<file path="src/rtl/out_channel_checker_expect_store.sv">
// Expected-word register file: one write port used while loading, one async read port.
module expect_store #(
    parameter int unsigned W  = 12,
    parameter int unsigned N  = 8,
    parameter int unsigned AW = 4
) (
    input  logic          clock,
    input  logic          we,
    input  logic [AW-1:0] waddr,
    input  logic [W-1:0]  wdata,
    input  logic [AW-1:0] raddr,
    output logic [W-1:0]  rdata
);

    logic [W-1:0] mem_q [N];
    logic [W-1:0] mem_d [N];

    // Index compare per entry keeps out-of-range read addresses (raddr == N) harmless.
    always_comb begin
        mem_d = mem_q;
        rdata = '0;
        for (int unsigned i = 0; i < N; i++) begin
            if (we && waddr == AW'(i)) begin
                mem_d[i] = wdata;
            end
            if (raddr == AW'(i)) begin
                rdata = mem_q[i];
            end
        end
    end

    always_ff @(posedge clock) begin
        mem_q <= mem_d;
    end

endmodule

</file>
<file path="config.mk">
export PLATFORM = sky130hd
export DESIGN_NAME = expect_store
export DESIGN_NICKNAME = d
export VERILOG_FILES = /design/src/rtl/out_channel_checker_expect_store.sv
export SDC_FILE = /design/constraint.sdc
export NUM_CORES = 1
export LEC_CHECK = 0
export ABC_AREA = 1
export CORE_ASPECT_RATIO = 1.5
export CORE_MARGIN = 2
export CORE_UTILIZATION = 51
export DETAILED_ROUTE_END_ITERATION = 10
export PLACE_DENSITY = 0.75
export SKIP_CTS_REPAIR_TIMING = 1
export SYNTH_ARGS = -nofsm -noshare
export SYNTH_HDL_FRONTEND = slang
export SYNTH_SLANG_ARGS = --single-unit
</file>
<file path="constraint.sdc">
create_clock -name clock -period 1.5 [get_ports clock]
set_clock_uncertainty 0.15 [all_clocks]
set_input_delay 0.3 -clock clock [delete_from_list [all_inputs] [get_ports clock]]
set_output_delay 0.3 -clock clock [all_outputs]
set_load 0.02 [all_outputs]
</file>
---- After elaboration in Yosys (flattened, before gate mapping) ----
Cells that the tools add are included.
cells by class
  multiplexer cells ....................... 8
  equality and inequality tests ........... 14
  reductions and logical operators ........ 10
operators by type and width
  cell                                                                    number
  12-bit two-way mux                                                      8
  4-bit by 3-bit equality test with 1-bit output (second input constant)  8
  4-bit by 2-bit equality test with 1-bit output (second input constant)  4
  4-bit by 1-bit equality test with 1-bit output (second input constant)  2
  1-bit logical AND                                                       8
  4-bit zero test                                                         2
word-level totals
  input port bits ......................... 22
  word-level logic and storage cells ...... 40
  bits in registers ....................... 96
  output and inout port bits .............. 12

---- Depth between registers and ports, before layout ----
Gate-level depths: netlist of the first run.
  word-level depth ........................ 9
  mapped depth ............................ 8
  gate-level depth less buffers ........... 8

---- Least setup slack after synthesis of the first run ----
Ideal clock, no wire load.
  path type ............................... input -> output
  from .................................... input raddr[2]
  to ...................................... output rdata[11]
  data arrival time ....................... 1.156 ns
  stages on the path ...................... 7
  buffers on the path ..................... 2
  setup slack ............................. -0.106 ns
  required time ........................... 1.050 ns
  cells stage by stage .................... nor2_1 > buf_4 > buf_2 > nand3_1 > nand3_1 > nand2_1 > nand3_1
between the ends
  longest elaborated chain between the ends .. 9
  elaborated cells between the ends (all ways) .. 16
  classes of those cells .................. 7 x eq/ne; 8 x mux; 1 x reduce/logical
ends and longest elaborated chain
  item                              line  RTL
  from (decl)                       11    input logic [AW-1:0] raddr,
  4-bit zero test                   26    if (raddr == AW'(i)) begin
  12-bit two-way mux (7 in series)  26
  12-bit two-way mux (*)            26
  to (decl)                         12    output logic [W-1:0] rdata
Every way passes the cells marked *; elsewhere a longest branch is shown, timed or not.

---- Worst setup path after layout of the first run ----
  from .................................... register mem_q[55] in the netlist's numbering
  to ...................................... output rdata[7]
between the ends
  longest elaborated chain between the ends .. 5
ends and longest elaborated chain
  item                              line  RTL
  from (decl)                       15    logic [W-1:0] mem_q [N];
  from (signal assigned)            33    mem_q <= mem_d;
  12-bit two-way mux (5 in series)  26
No other way between the ends.

==> results.md, run 1 <==
* Worst Slack Setup Final at -0.3447 ns
* Initial drt markers at approximately 260
* Regs by FF count: mem_q x96
* Initial antenna violation count at 0
* Ant diodes at 0
* Hold WC Path Type: primary input to flip-flop
* Slew headroom at 0.7979
* Lkg Pwr at 1.773 nW
* Starting Density at 0.5249
* Pin count of the biggest net entering global routing at slightly below 50
* Max reg flops at 96
* Number of buffers created by CTS at 9
* Boundary Pins at 34
* Final period util at 1.230
* Clock period minus final worst setup slack at about 1.8 ns
* Post-synthesis area per instance at roughly 13 um2
* Startpoint Class: flip-flop
* Width of the chip at 74.19 um
* Port Buf Inserts at 33
* Residual DRC at 0
* Die ar. at around 0.0081 mm2
* CTS clk-pin slew, worst paths at 0.08 ns
* Violated checks: setup timing
* Multi-input gate area at 839.6 um2
* YS warnings at 0
* VDD IR-drop max at slightly above 1 mV
* Htree depth at 3
* Setup violators final at 12
* Worst path arrival time at 1.39 ns
* DR vias at 2578
* Netlist cell types at 15
* Layout cells sized above 1 at 0.2658
* Post-DP HPWL at 5248 um
* # clock sinks at 96
* Critical setup path kind: flip-flop to primary output
* Pre-CTS WS at -1.201 ns
* Detailed Route WL at 8704 um
* Fin util at 0.6844
* Fin nets at 383
* CP Max Fanout at 1
* CTS tree: yes
* Max clock buf depth at 2
* Syn Nets at 311
* Wire length per cell at around 19 um
* Pwr dens at 1029 mW/mm2
* Worst Path Required at 1.05 ns
* RSZ-0062 raised after global routing: yes
* Total global routing overflow at 0
* Placed instance area at 0.004514 mm2
* Fillers at 480
* Worst setup EP type: primary output
* Top reg by flops: mem_q
* Post-Layout Inst Area at ~0.005 mm2
* Clock root cell: clkbuf_8
* #FFs+latches synth at 96
* MaxCap Viol Count at 0
* RD Place Congestion at 0.7862
* Detailed Routing Iterations Pass 1 at 5
* Final Slew Violations at 0
* Status: finished, violations left
* Core Area at just over 0.007 mm2
* Row count at 38
* Sequential fraction of the synthesis area at 0.7649
* Measured slew at the worst slew-check pin at 0.3021 ns
* First-pass GRT wire length at 12140 um
* Fmax at 542.1 MHz
* Vias in the first global route at 2413
* Number of routed nets with antenna violations at 0
* Area grow syn2layout at 30.38%
* Die Height at about 110 um
* Register area at 0.002883 mm2
* Total global-route track usage at 0.2097
* Via density at 5.544
* Mapped cell area at 0.003769 mm2
* Post-Syn Instances at 289
* Final Hold Fails at 0
-- final cells by class --
type,instances,area share
sequential,96,0.5867
multi-input combinational,159,0.1709
timing repair buffer,74,0.1635
clock buffer,10,0.02597
tap,100,0.02546
inverter,21,0.01757
clock inverter,5,0.009931
-- layout by cell type, fill, tap and decap left out --
cell type / synthesis / layout
edfxtp_1: 96 / 96
nand3_1: 50 / 44
nand2_1: 45 / 41
buf_4: 2 / 34
nor2_1: 37 / 27
nand4_1: 22 / 22
inv_1: 20 / 17
clkdlybuf4s50_1: 0 / 17
buf_6: 0 / 10
clkbuf_8: 0 / 9
nor2_2: 1 / 8
buf_12: 0 / 8
nand3_2: 0 / 6
inv_4: 0 / 3
nor2_4: 0 / 3
clkinv_2: 0 / 3
clkbuf_16: 0 / 3
nand2_4: 0 / 2
nor3_4: 0 / 2
nand2_2: 0 / 2
buf_8: 0 / 2
inv_2: 1 / 1
nand3b_1: 1 / 1
o211ai_1: 1 / 1
bufinv_16: 0 / 1
clkinv_1: 0 / 1
clkbuf_1: 2 / 1
-- kinds of logic after synthesis --
kind of cell    share of synthesized area
simple gates                       0.1936
flops                              0.7649
buf+inv                           0.03951
compound gates                   0.001993
-- per-layer routing --
layer / wire (um) / up-vias / track usage
li1: - / 1186 / -
met1: 3188 / 1265 / 0.2543
met2: 4695 / 113 / 0.3501
met3: 628 / 14 / 0.04991
met4: 192 / 0 / 0.09610
met5: 0 / - / 0
-- power breakdown --
group | internal (mW) | switching (mW) | total [mW]
combinational | 0.222 | 0.264 | 0.486
clock | 0.748 | 0.805 | 1.55
sequential | 3.00 | 0.0139 | 3.02
total | 3.97 | 1.08 | 5.06
-- through the flow --
stage	total power, mW	hold WS (ns)	TNS [ns]	instances
global placement	3.477	0.8925	-39.39	442
CTS	5.009	0.5188	-14.19	457
floorplan	3.258	0.2489	-5.995	289
global route	5.208	0.5412	-4.467	465
finish	5.056	0.5312	-3.508	465
detailed placement	3.490	0.9087	-41.12	442
-- critical path, cell delays in order, from the launching register on --
cell and delay [ns]:
edfxtp_1 0.39, nand3_1 0.12, nand4_1 0.13, nor2_1 0.14
nand4_1 0.09, buf_4 0.17
-- final timing paths --
check | from | to | depth (start not counted) | slack, ns
max | mem_q[55] | rdata[7] | 5 | -0.34
min | wdata[3] | mem_q[15] | 1 | 0.53
-- synth_stat cells --
cell	count	area (um2)
clkbuf_1	2	7.510
inv_2	1	3.750
clkbuf_4	1	7.510
o211ai_1	1	7.510
nand3b_1	1	7.510
buf_4	2	15.01
inv_1	20	75.07
nand3_1	50	250.2
nand4_1	22	137.6
nor2_1	37	138.9
buf_2	8	40.04
edfxtp_1	96	2883
nor3_2	2	20.02
nor2_2	1	6.260
nand2_1	45	168.9
Note: power is estimated with default switching activity, not from simulation.
==> inputs of run 2 (changes only) <==
GPL_ROUTABILITY_DRIVEN = 0   (was default)
==> results of run 2 <==
No change in the layout: final DEF, timing and power equal those of run 1.
==> inputs of run 3 (changes only) <==
CORE_UTILIZATION = 40   (was 51)
PLACE_DENSITY = default   (was 0.75)
==> results.md, run 3 (synthesis results as in run 1) <==
* Port Buf Inserts at 33
* Worst Path Required at 1.05 ns
* Post-Layout Inst Area at 0.005126 mm2
* First-pass GRT wire length at 12190 um
* Fin nets at 376
* RSZ-0062 raised after global routing: yes
* Wire length per cell at 18.44 um
* CP peak stage delay at ~0.26 ns
* Core Area at between 0.009 and 0.01 mm2
* Number of buffers created by CTS at 9
* VDD IR-drop max at between 0.6 and 0.7 mV
* Total global-route track usage at 0.1626
* Status: finished, violations left
* Startpoint Class: primary input
* Worst path arrival time at 1.39 ns
* Boundary Pins at 34
* CTS clk-pin slew, worst paths at 0.06 ns
* Clock root cell: clkbuf_16
* Via density at 5.276
* CP Max Fanout at 6
* Hold depth at 1
* Most used cell, CP: inv_4
* Fin util at 0.5572
* Number of routed nets with antenna violations at 0
* Die Height at around 120 um
* Starting Density at 0.4096
* Width of the chip at ~83 um
* Most frequent cells in the layout: edfxtp_1 (96), nand3_1 (47), nand2_1 (36)
* Detailed Route WL at 8686 um
* Ant diodes at 0
* Final Hold Fails at 0
* Power, Total at around 6.0 mW
* Regs by FF count: mem_q x96
* Pwr dens at 1180 mW/mm2
* Row count at 43
* Post-DP HPWL at between 5000 and 6000 um
* CTS tree: yes
* Fmax at 542.7 MHz
* Slew headroom at 0.7834
* Critical path depth in cells at 9
* # clock sinks at 96
* Initial drt markers at 195
* Residual DRC at 0
* Setup violators final at 12
* Measured slew at the worst slew-check pin at about 0.32 ns
* Area grow syn2layout at 36.02%
* Htree depth at 3
* Final Slew Violations at 0
* Max reg flops at 96
* Lkg Pwr at 1.843 nW
* Register area at approximately 0.0029 mm2
* Placed instance area at around 0.0045 mm2
* MaxCap Viol Count at 0
* Clock period minus final worst setup slack at 1.843 ns
* Die ar. at 0.01023 mm2
* Critical setup path kind: primary input to primary output
* Pin count of the biggest net entering global routing at 28
* Total global routing overflow at 0
* Crit path max-delay family: buffers and inverters
* Final period util at 1.228
* Crit-path cells: buf_8 -> inv_4 -> nor2_4 -> inv_4 -> nor3_4 -> clkbuf_16 -> nand2_1 -> nand4_1 -> buf_6
* Top reg by flops: mem_q
* Fillers at 721
* Initial antenna violation count at 0
* DR vias at ~2500
* Violated checks: setup timing
* Max clock buf depth at 2
* Hold WC Path Type: primary input to flip-flop
* Vias in the first global route at 2349
* Most common cell after layout, fill and taps aside: edfxtp_1
* Multi-input gate area at 839.6 um2
* Slowest cell on crit path: nor3_4
* Setup TNS Final at -3.779 ns
* Worst setup EP type: primary output
* Layout cells sized above 1 at 0.2535
* Non-Filler Instances at between 400 and 500
* Crit path buf inv count at 5
* Detailed Routing Iterations Pass 1 at 4
* Placed cell count at 446
* Worst Slack Setup Final at -0.3427 ns
-- run 3: cell types whose count changed in the layout (fill, tap and decap cells not counted), sizes merged --
cell	delta
bufinv	+2
clkinv	-2
buf	-9
clkinvlp	+1
clkbuf	+2
-- run 3: layout make-up --
class | instances | area share
clock inverters | 6 | 0.02099
inverters | 21 | 0.01635
clock buffers | 10 | 0.04467
flip-flops and latches | 96 | 0.5624
well taps | 112 | 0.02734
repair buffers | 67 | 0.1645
multi-input cells | 159 | 0.1638
-- run 3: where the power goes --
group / switching [mW] / total [mW] / internal [mW]
logic: 0.261 / 0.488 / 0.228
clock network: 0.919 / 2.54 / 1.62
registers: 0.0131 / 3.02 / 3.01
-- run 3: final timing paths --
kind / end / from / slack (ns)
setup / recovery: rdata[1] / raddr[2] / -0.34
hold / removal: mem_q[93] / wdata[9] / 0.54
-- run 3: stage by stage --
| stage | setup WS [ns] | hold slack [ns] |
|---|---|---|
| after floorplan | -0.07635 | 0.2489 |
| after global placement | -1.176 | 0.8937 |
| after detailed placement | -1.176 | 0.9055 |
| after CTS | -1.194 | 0.5447 |
| after global routing | -0.3885 | 0.5630 |
| final | -0.3427 | 0.5408 |
-- run 3: routing by layer --
layer  vias up  part of all wire  GRT usage
li1       1172                 -          -
met1      1241              0.40     0.1925
met2        58              0.54     0.2868
met3        14             0.040    0.03430
met4         0             0.021    0.07070
met5         -                 0          0
